<file path="src/rtl/bcd_pkg.sv">
// -----------------------------------------------------------------------------
// bcd_pkg
// Items shared by the BCD down timer and its per-decade digit cell:
//   DIGIT_W  - width of one BCD decade
//   BCD_MAX  - largest legal BCD digit
//   state_t  - control FSM encoding (IDLE / RUN / HALT)
//   bcd_clamp() - forces any non-BCD digit code (>9) to 9
// -----------------------------------------------------------------------------
package bcd_pkg;

  localparam int unsigned DIGIT_W = 4;
  localparam logic [DIGIT_W-1:0] BCD_MAX = 4'd9;

  typedef enum logic [1:0] {
    IDLE = 2'd0,
    RUN  = 2'd1,
    HALT = 2'd2
  } state_t;

  function automatic logic [DIGIT_W-1:0] bcd_clamp(input logic [DIGIT_W-1:0] d);
    return (d > BCD_MAX) ? BCD_MAX : d;
  endfunction

endpackage

</file>
<file path="src/rtl/bcd_digit.sv">
// -----------------------------------------------------------------------------
// bcd_digit
// One BCD decade of the ripple-enabled counter chain.
// Ports:
//   clk       - clock, rising edge
//   clr       - asynchronous active-high clear (digit -> 0)
//   load      - synchronous load, highest priority after clr
//   load_val  - value taken on load (caller supplies a legal BCD code)
//   cin       - step request from the lower decade (carry up / borrow down)
//   hold      - freezes the digit even when cin is set
//   up        - direction: 1 = increment, 0 = decrement
//   q         - current digit
//   cout      - step request passed to the next decade: cin while this digit
//               sits at its wrap value (9 counting up, 0 counting down)
// -----------------------------------------------------------------------------
module bcd_digit
  import bcd_pkg::*;
(
  input  logic               clk,
  input  logic               clr,
  input  logic               load,
  input  logic [DIGIT_W-1:0] load_val,
  input  logic               cin,
  input  logic               hold,
  input  logic               up,
  output logic [DIGIT_W-1:0] q,
  output logic               cout
);

  logic               at_wrap;
  logic [DIGIT_W-1:0] q_next;

  assign at_wrap = up ? (q == BCD_MAX) : (q == '0);
  assign cout    = cin & at_wrap;

  // Wrapping explicitly at 9/0 keeps the digit inside the BCD code space.
  always_comb begin
    q_next = q;
    if (up) begin
      q_next = (q == BCD_MAX) ? '0 : q + 4'd1;
    end else begin
      q_next = (q == '0) ? BCD_MAX : q - 4'd1;
    end
  end

  always_ff @(posedge clk or posedge clr) begin
    if (clr) begin
      q <= '0;
    end else if (load) begin
      q <= load_val;
    end else if (cin && !hold) begin
      q <= q_next;
    end
  end

endmodule

</file>
<file path="src/rtl/bcd_down_timer.sv">
// -----------------------------------------------------------------------------
// bcd_down_timer
// Multi-decade BCD up/down timer with load, auto-reload and halt-at-terminal.
// Parameters:
//   DIGITS      - number of cascaded BCD decades (1..8)
// Ports:
//   clk         - clock, rising edge
//   clr         - asynchronous active-high reset
//   data        - BCD load value, digit 0 in [3:0]; digits >9 clamp to 9
//   loadn       - synchronous load, active-low; works in every state, any en
//   en          - count enable (only honoured in RUN)
//   up          - direction, 1 = up, 0 = down
//   auto_reload - at terminal: 1 = wrap (reload value / 0), 0 = halt
//   count       - registered BCD count
//   tc          - en AND count at terminal (all 9s up, all 0s down)
//   zero        - count == 0, regardless of en
//   done        - registered one-cycle pulse after each enabled terminal step
//   halted      - FSM is in HALT
//   state_dbg   - raw FSM state for observation
//
// Handshake: none; loadn/en are level inputs sampled on every rising edge with
// priority clr > load > en.
// -----------------------------------------------------------------------------
module bcd_down_timer
  import bcd_pkg::*;
#(
  parameter int unsigned DIGITS = 2
) (
  input  logic                      clk,
  input  logic                      clr,
  input  logic [DIGIT_W*DIGITS-1:0] data,
  input  logic                      loadn,
  input  logic                      en,
  input  logic                      up,
  input  logic                      auto_reload,
  output logic [DIGIT_W*DIGITS-1:0] count,
  output logic                      tc,
  output logic                      zero,
  output logic                      done,
  output logic                      halted,
  output state_t                    state_dbg
);

  localparam int unsigned W = DIGIT_W * DIGITS;

  state_t         state;
  logic [W-1:0]   reload_reg;
  logic [W-1:0]   data_clamped;
  logic [W-1:0]   digit_load_val;
  logic [DIGITS:0] chain;
  logic           load;
  logic           run_en;
  logic           term_step;
  logic           digit_load;
  logic           at_term;

  assign load   = ~loadn;
  assign run_en = (state == RUN) & en;

  // Terminal pattern depends on the live direction, so a change of up is
  // seen on the very next enabled step.
  always_comb begin
    at_term = 1'b1;
    for (int k = 0; k < DIGITS; k++) begin
      if (up) begin
        if (count[k*DIGIT_W +: DIGIT_W] != BCD_MAX) at_term = 1'b0;
      end else begin
        if (count[k*DIGIT_W +: DIGIT_W] != '0) at_term = 1'b0;
      end
    end
  end

  always_comb begin
    data_clamped = '0;
    for (int k = 0; k < DIGITS; k++) begin
      data_clamped[k*DIGIT_W +: DIGIT_W] = bcd_clamp(data[k*DIGIT_W +: DIGIT_W]);
    end
  end

  // The enable ripples through every decade; it only falls out of the top
  // when all decades sit at their wrap value, i.e. the terminal step.
  assign chain[0]  = run_en;
  assign term_step = chain[DIGITS];

  // An auto-reload is done with the digits' own load path.
  assign digit_load     = load | (term_step & auto_reload);
  assign digit_load_val = load ? data_clamped : (up ? '0 : reload_reg);

  for (genvar g = 0; g < DIGITS; g++) begin : g_digit
    bcd_digit u_digit (
      .clk      (clk),
      .clr      (clr),
      .load     (digit_load),
      .load_val (digit_load_val[g*DIGIT_W +: DIGIT_W]),
      .cin      (chain[g]),
      .hold     (term_step),
      .up       (up),
      .q        (count[g*DIGIT_W +: DIGIT_W]),
      .cout     (chain[g+1])
    );
  end

  always_ff @(posedge clk or posedge clr) begin
    if (clr) begin
      state      <= IDLE;
      reload_reg <= '0;
      done       <= 1'b0;
    end else begin
      // A load in the same cycle as a terminal step suppresses its done.
      done <= term_step & ~load;
      if (load) begin
        state      <= RUN;
        reload_reg <= data_clamped;
      end else if (term_step && !auto_reload) begin
        state <= HALT;
      end
    end
  end

  assign tc        = en & at_term;
  assign zero      = (count == '0);
  assign halted    = (state == HALT);
  assign state_dbg = state;

endmodule

</file>
<file path="config.mk">
export PLATFORM = sky130hd
export DESIGN_NAME = bcd_down_timer
export DESIGN_NICKNAME = d
export VERILOG_FILES = /design/src/rtl/bcd_pkg.sv /design/src/rtl/bcd_digit.sv /design/src/rtl/bcd_down_timer.sv
export SDC_FILE = /design/constraint.sdc
export NUM_CORES = 1
export LEC_CHECK = 0
export CORE_MARGIN = 10
export CORE_UTILIZATION = 35
export CTS_BUF_LIST = sky130_fd_sc_hd__clkbuf_16
export CTS_CLUSTER_SIZE = 8
export DETAILED_ROUTE_END_ITERATION = 7
export PLACE_DENSITY_LB_ADDON = 0.08
export SETUP_SLACK_MARGIN = 0.15
export SYNTH_ARGS = -nofsm -noshare
export SYNTH_HDL_FRONTEND = slang
export SYNTH_SLANG_ARGS = --single-unit
</file>
<file path="constraint.sdc">
create_clock -name clk -period 3.84 [get_ports clk]
set_input_delay 0.768 -clock clk [delete_from_list [all_inputs] [get_ports clk]]
set_output_delay 0.768 -clock clk [all_outputs]
set_load 0.005 [all_outputs]
</file>
==> key figures <==
Floorplan
  – Row Count: 22
  – Die width: 80.7 microns
  – # IOs: 28
  – Core Area: 3610 sq um
  – Initial Utilization: 35.8%
  – Die Y-Extent: 80.7 microns
  – Die area: 6520 sq um

Hold path
  – Worst hold start: reload_reg[3]
  – WHS Path Cells: 1
  – Hold WC Path Type: flop to flop
  – Hold Path Sink: reload_reg[3]

Place
  – Placed Area: 1590 sq um
  – Post-Place Cells: 214
  – Setup WS pre-CTS: 0.318 ns
  – I/O Buffers: 27
  – GPL Wtd Cong: 0.722
  – Post-DP HPWL: 2420 microns

Clock tree
  – Clk pin slew, worst setup/hold paths: 0.05 ns
  – Clk_lat worst skew: 0.25 ns
  – Post-CTS sizing: 0
  – CTS tree: done
  – CTS buffer count: 3
  – Clk root buf: clkbuf_16
  – Number of post-CTS setup repair buffers: 0
  – H-tree lvl count: 1
  – Clock sink count: 19
  – CTS max path bufs: 2
  – Hold Buf Count CTS: 0

Yosys
  – Synth async-reset ratio: 100%
  – Avg Synthesized Cell Area: 8.78 sq um
  – Synth Flop Type: dfrtp_1
  – Yosys synthesis warning count: 0
  – Synth Cell Area: 1290 sq um
  – Post-synth cell types: 42
  – Seq/Total Area, Yosys: 36.8%
  – Syn nets: 161
  – FF+latch count, synth: 19
  – Synth Instances: 147
  – Number of synthesized flops with an enable pin: 0

Setup path
  – CP Launch Type: primary input
  – RR Startpoint: g_digit[1].u_digit.q[0]
  – Reg2Reg Setup Slack: 1.58 ns
  – Crit-path max FO: 9
  – Req. time, crit path: 3.07 ns
  – Critical R2R Capture: g_digit[0].u_digit.q[1]
  – Worst R2R Path Depth: 6
  – CP Capture Type: primary output
  – Critical Path AT: 2.74 ns
  – Worst Path Class, Setup: primary input to primary output

Power
  – Peak supply drop: 0.200 mV
  – Design Power: 0.621 mW
  – Leak: 0.644 nW
  – Pwr Density: 373 nW/um^2

Global routing
  – Vias in the first global route: 1157
  – First-pass GRT wire length: 5570 microns
  – Remaining Overflow, GRT: 0
  – Total GRT Usage: 10.7%
  – Largest net degree at the start of global routing: 20
  – Initial antenna violation count: 0

Routing
  – Drt pass-1 iters: 4
  – Routed vias/inst: 5.38
  – Initial DRC Count: 51
  – Final WL: 3170 microns
  – Via count: 1173
  – Drt wl/cell: 14.6 microns
  – # DRC: 0
  – Final ANT Viol Nets: 0

Timing
  – Pins Over Slew Limit: 0
  – Setup Skew: 0.00143 ns
  – Setup TNS: 0 ns
  – Period Utilization, post-route: 91.5%
  – Final count of negative-setup-slack endpoints: 0
  – Hold Violations, Final: 0
  – Post-route setup slack: 0.327 ns
  – Worst slew margin: 49.5%
  – RSZ-0062 raised after global routing: false
  – Slew of the pin with the lowest slew margin: 0.756 ns
  – Fmax: 0.285 GHz
  – Final hold slack: 0.500 ns
  – Min Tclk post-route: 3.51 ns

Layout
  – Non-Filler Instances: 218
  – Layout fillers: 374
  – Nets: 185
  – Post-layout util: 46.2%
  – Layout cells sized above 1: 8.82%
  – Design area: 1670 sq um
  – Ant. Diodes: 0
  – Synth-to-Final Area Change: 29.0%

Flow run
  – Maxcap violations: 0

Outcome
  – Outcome: finished clean
worst max-delay path: stages:
cell             delay, ns
clkdlybuf4s50_1       0.63
buf_4                 0.22
nand3_1               0.15
a21oi_1               0.26
and3_1                0.21
clkdlybuf4s50_1       0.51
where the power goes:
group	internal, mW	total (mW)	switching, mW
sequential	0.219	0.256	0.0372
clock	0.138	0.208	0.0700
combinational	0.0836	0.157	0.0733
total	0.441	0.621	0.181
layout by cell type (no fill, tap or decap), drive strengths merged, types with 3 or more instances in the layout:
cell           netlist  layout
clkdlybuf4s50        0      27
dfrtp               19      19
o21ai               15      15
a21oi               14      14
nor2                13      13
nand2               10      10
inv                  7       8
nor3                 7       7
nor2b                5       5
a22o                 4       4
xnor2                4       4
a221oi               4       4
o21a                 3       3
clkbuf               7       3
buf                  4       3
a211oi               3       3
a31oi                3       3
final cells by class:
| class | count | area [sq um] | share of cell area, % |
|---|---|---|---|
| inverter | 7 | 26.3 | 1.58 |
| tap | 48 | 60.1 | 3.61 |
| sequential | 19 | 475 | 28.5 |
| clock inverter | 1 | 3.75 | 0.225 |
| multi-input combinational | 110 | 732 | 44.0 |
| timing repair buffer | 30 | 293 | 17.6 |
| clock buffer | 3 | 75.1 | 4.51 |
how the worst max path moves through the flow:
stage / start / endpoint / slack, ns / cells after the start
after global routing: up / tc / 0.18 / 6
after CTS: up / tc / 0.31 / 6
after floorplan: up / tc / 1.42 / 3
after global placement: up / tc / 0.37 / 6
after detailed placement: up / tc / 0.32 / 6
final: up / tc / 0.33 / 6
Yosys cell counts (2+ instances only):
| library cell | number | area, sq um |
|---|---|---|
| dfrtp_1 | 19 | 475 |
| clkbuf_1 | 7 | 26.3 |
| nor2b_1 | 5 | 31.3 |
| xnor2_1 | 4 | 35.0 |
| buf_6 | 2 | 22.5 |
| nand2_1 | 10 | 37.5 |
| a31oi_1 | 2 | 12.5 |
| a221oi_1 | 3 | 26.3 |
| o21ai_0 | 12 | 60.1 |
| o21a_1 | 3 | 22.5 |
| nor2_1 | 13 | 48.8 |
| nor3_1 | 7 | 35.0 |
| nand3b_1 | 2 | 15.0 |
| a22o_1 | 4 | 35.0 |
| nand3_1 | 2 | 10.0 |
| inv_1 | 7 | 26.3 |
| nor4_1 | 2 | 12.5 |
| o21ai_1 | 3 | 15.0 |
| a211oi_4 | 2 | 40.0 |
| a21oi_1 | 14 | 70.1 |
| mux2i_1 | 2 | 20.0 |
| mux2_1 | 2 | 22.5 |
per-layer routing:
metal  GRT usage [%]  part of all wire, %
met1            13.5                   47
met2            17.3                   48
met3            1.99                  3.8
met4            4.67                  1.4
met5               0                    0
cells by family after synthesis:
| group | Yosys count | share of synthesized area [%] |
|---|---|---|
| DFF | 19 | 36.8 |
| buffers and inverters | 18 | 6.49 |
| AOI/OAI and AO/OA | 51 | 29.6 |
| and+or+nand+nor | 50 | 20.4 |
| xor gates and xnor gates | 5 | 3.39 |
| muxes | 4 | 3.29 |
No activity file was read; power rests on OpenSTA's default activity.
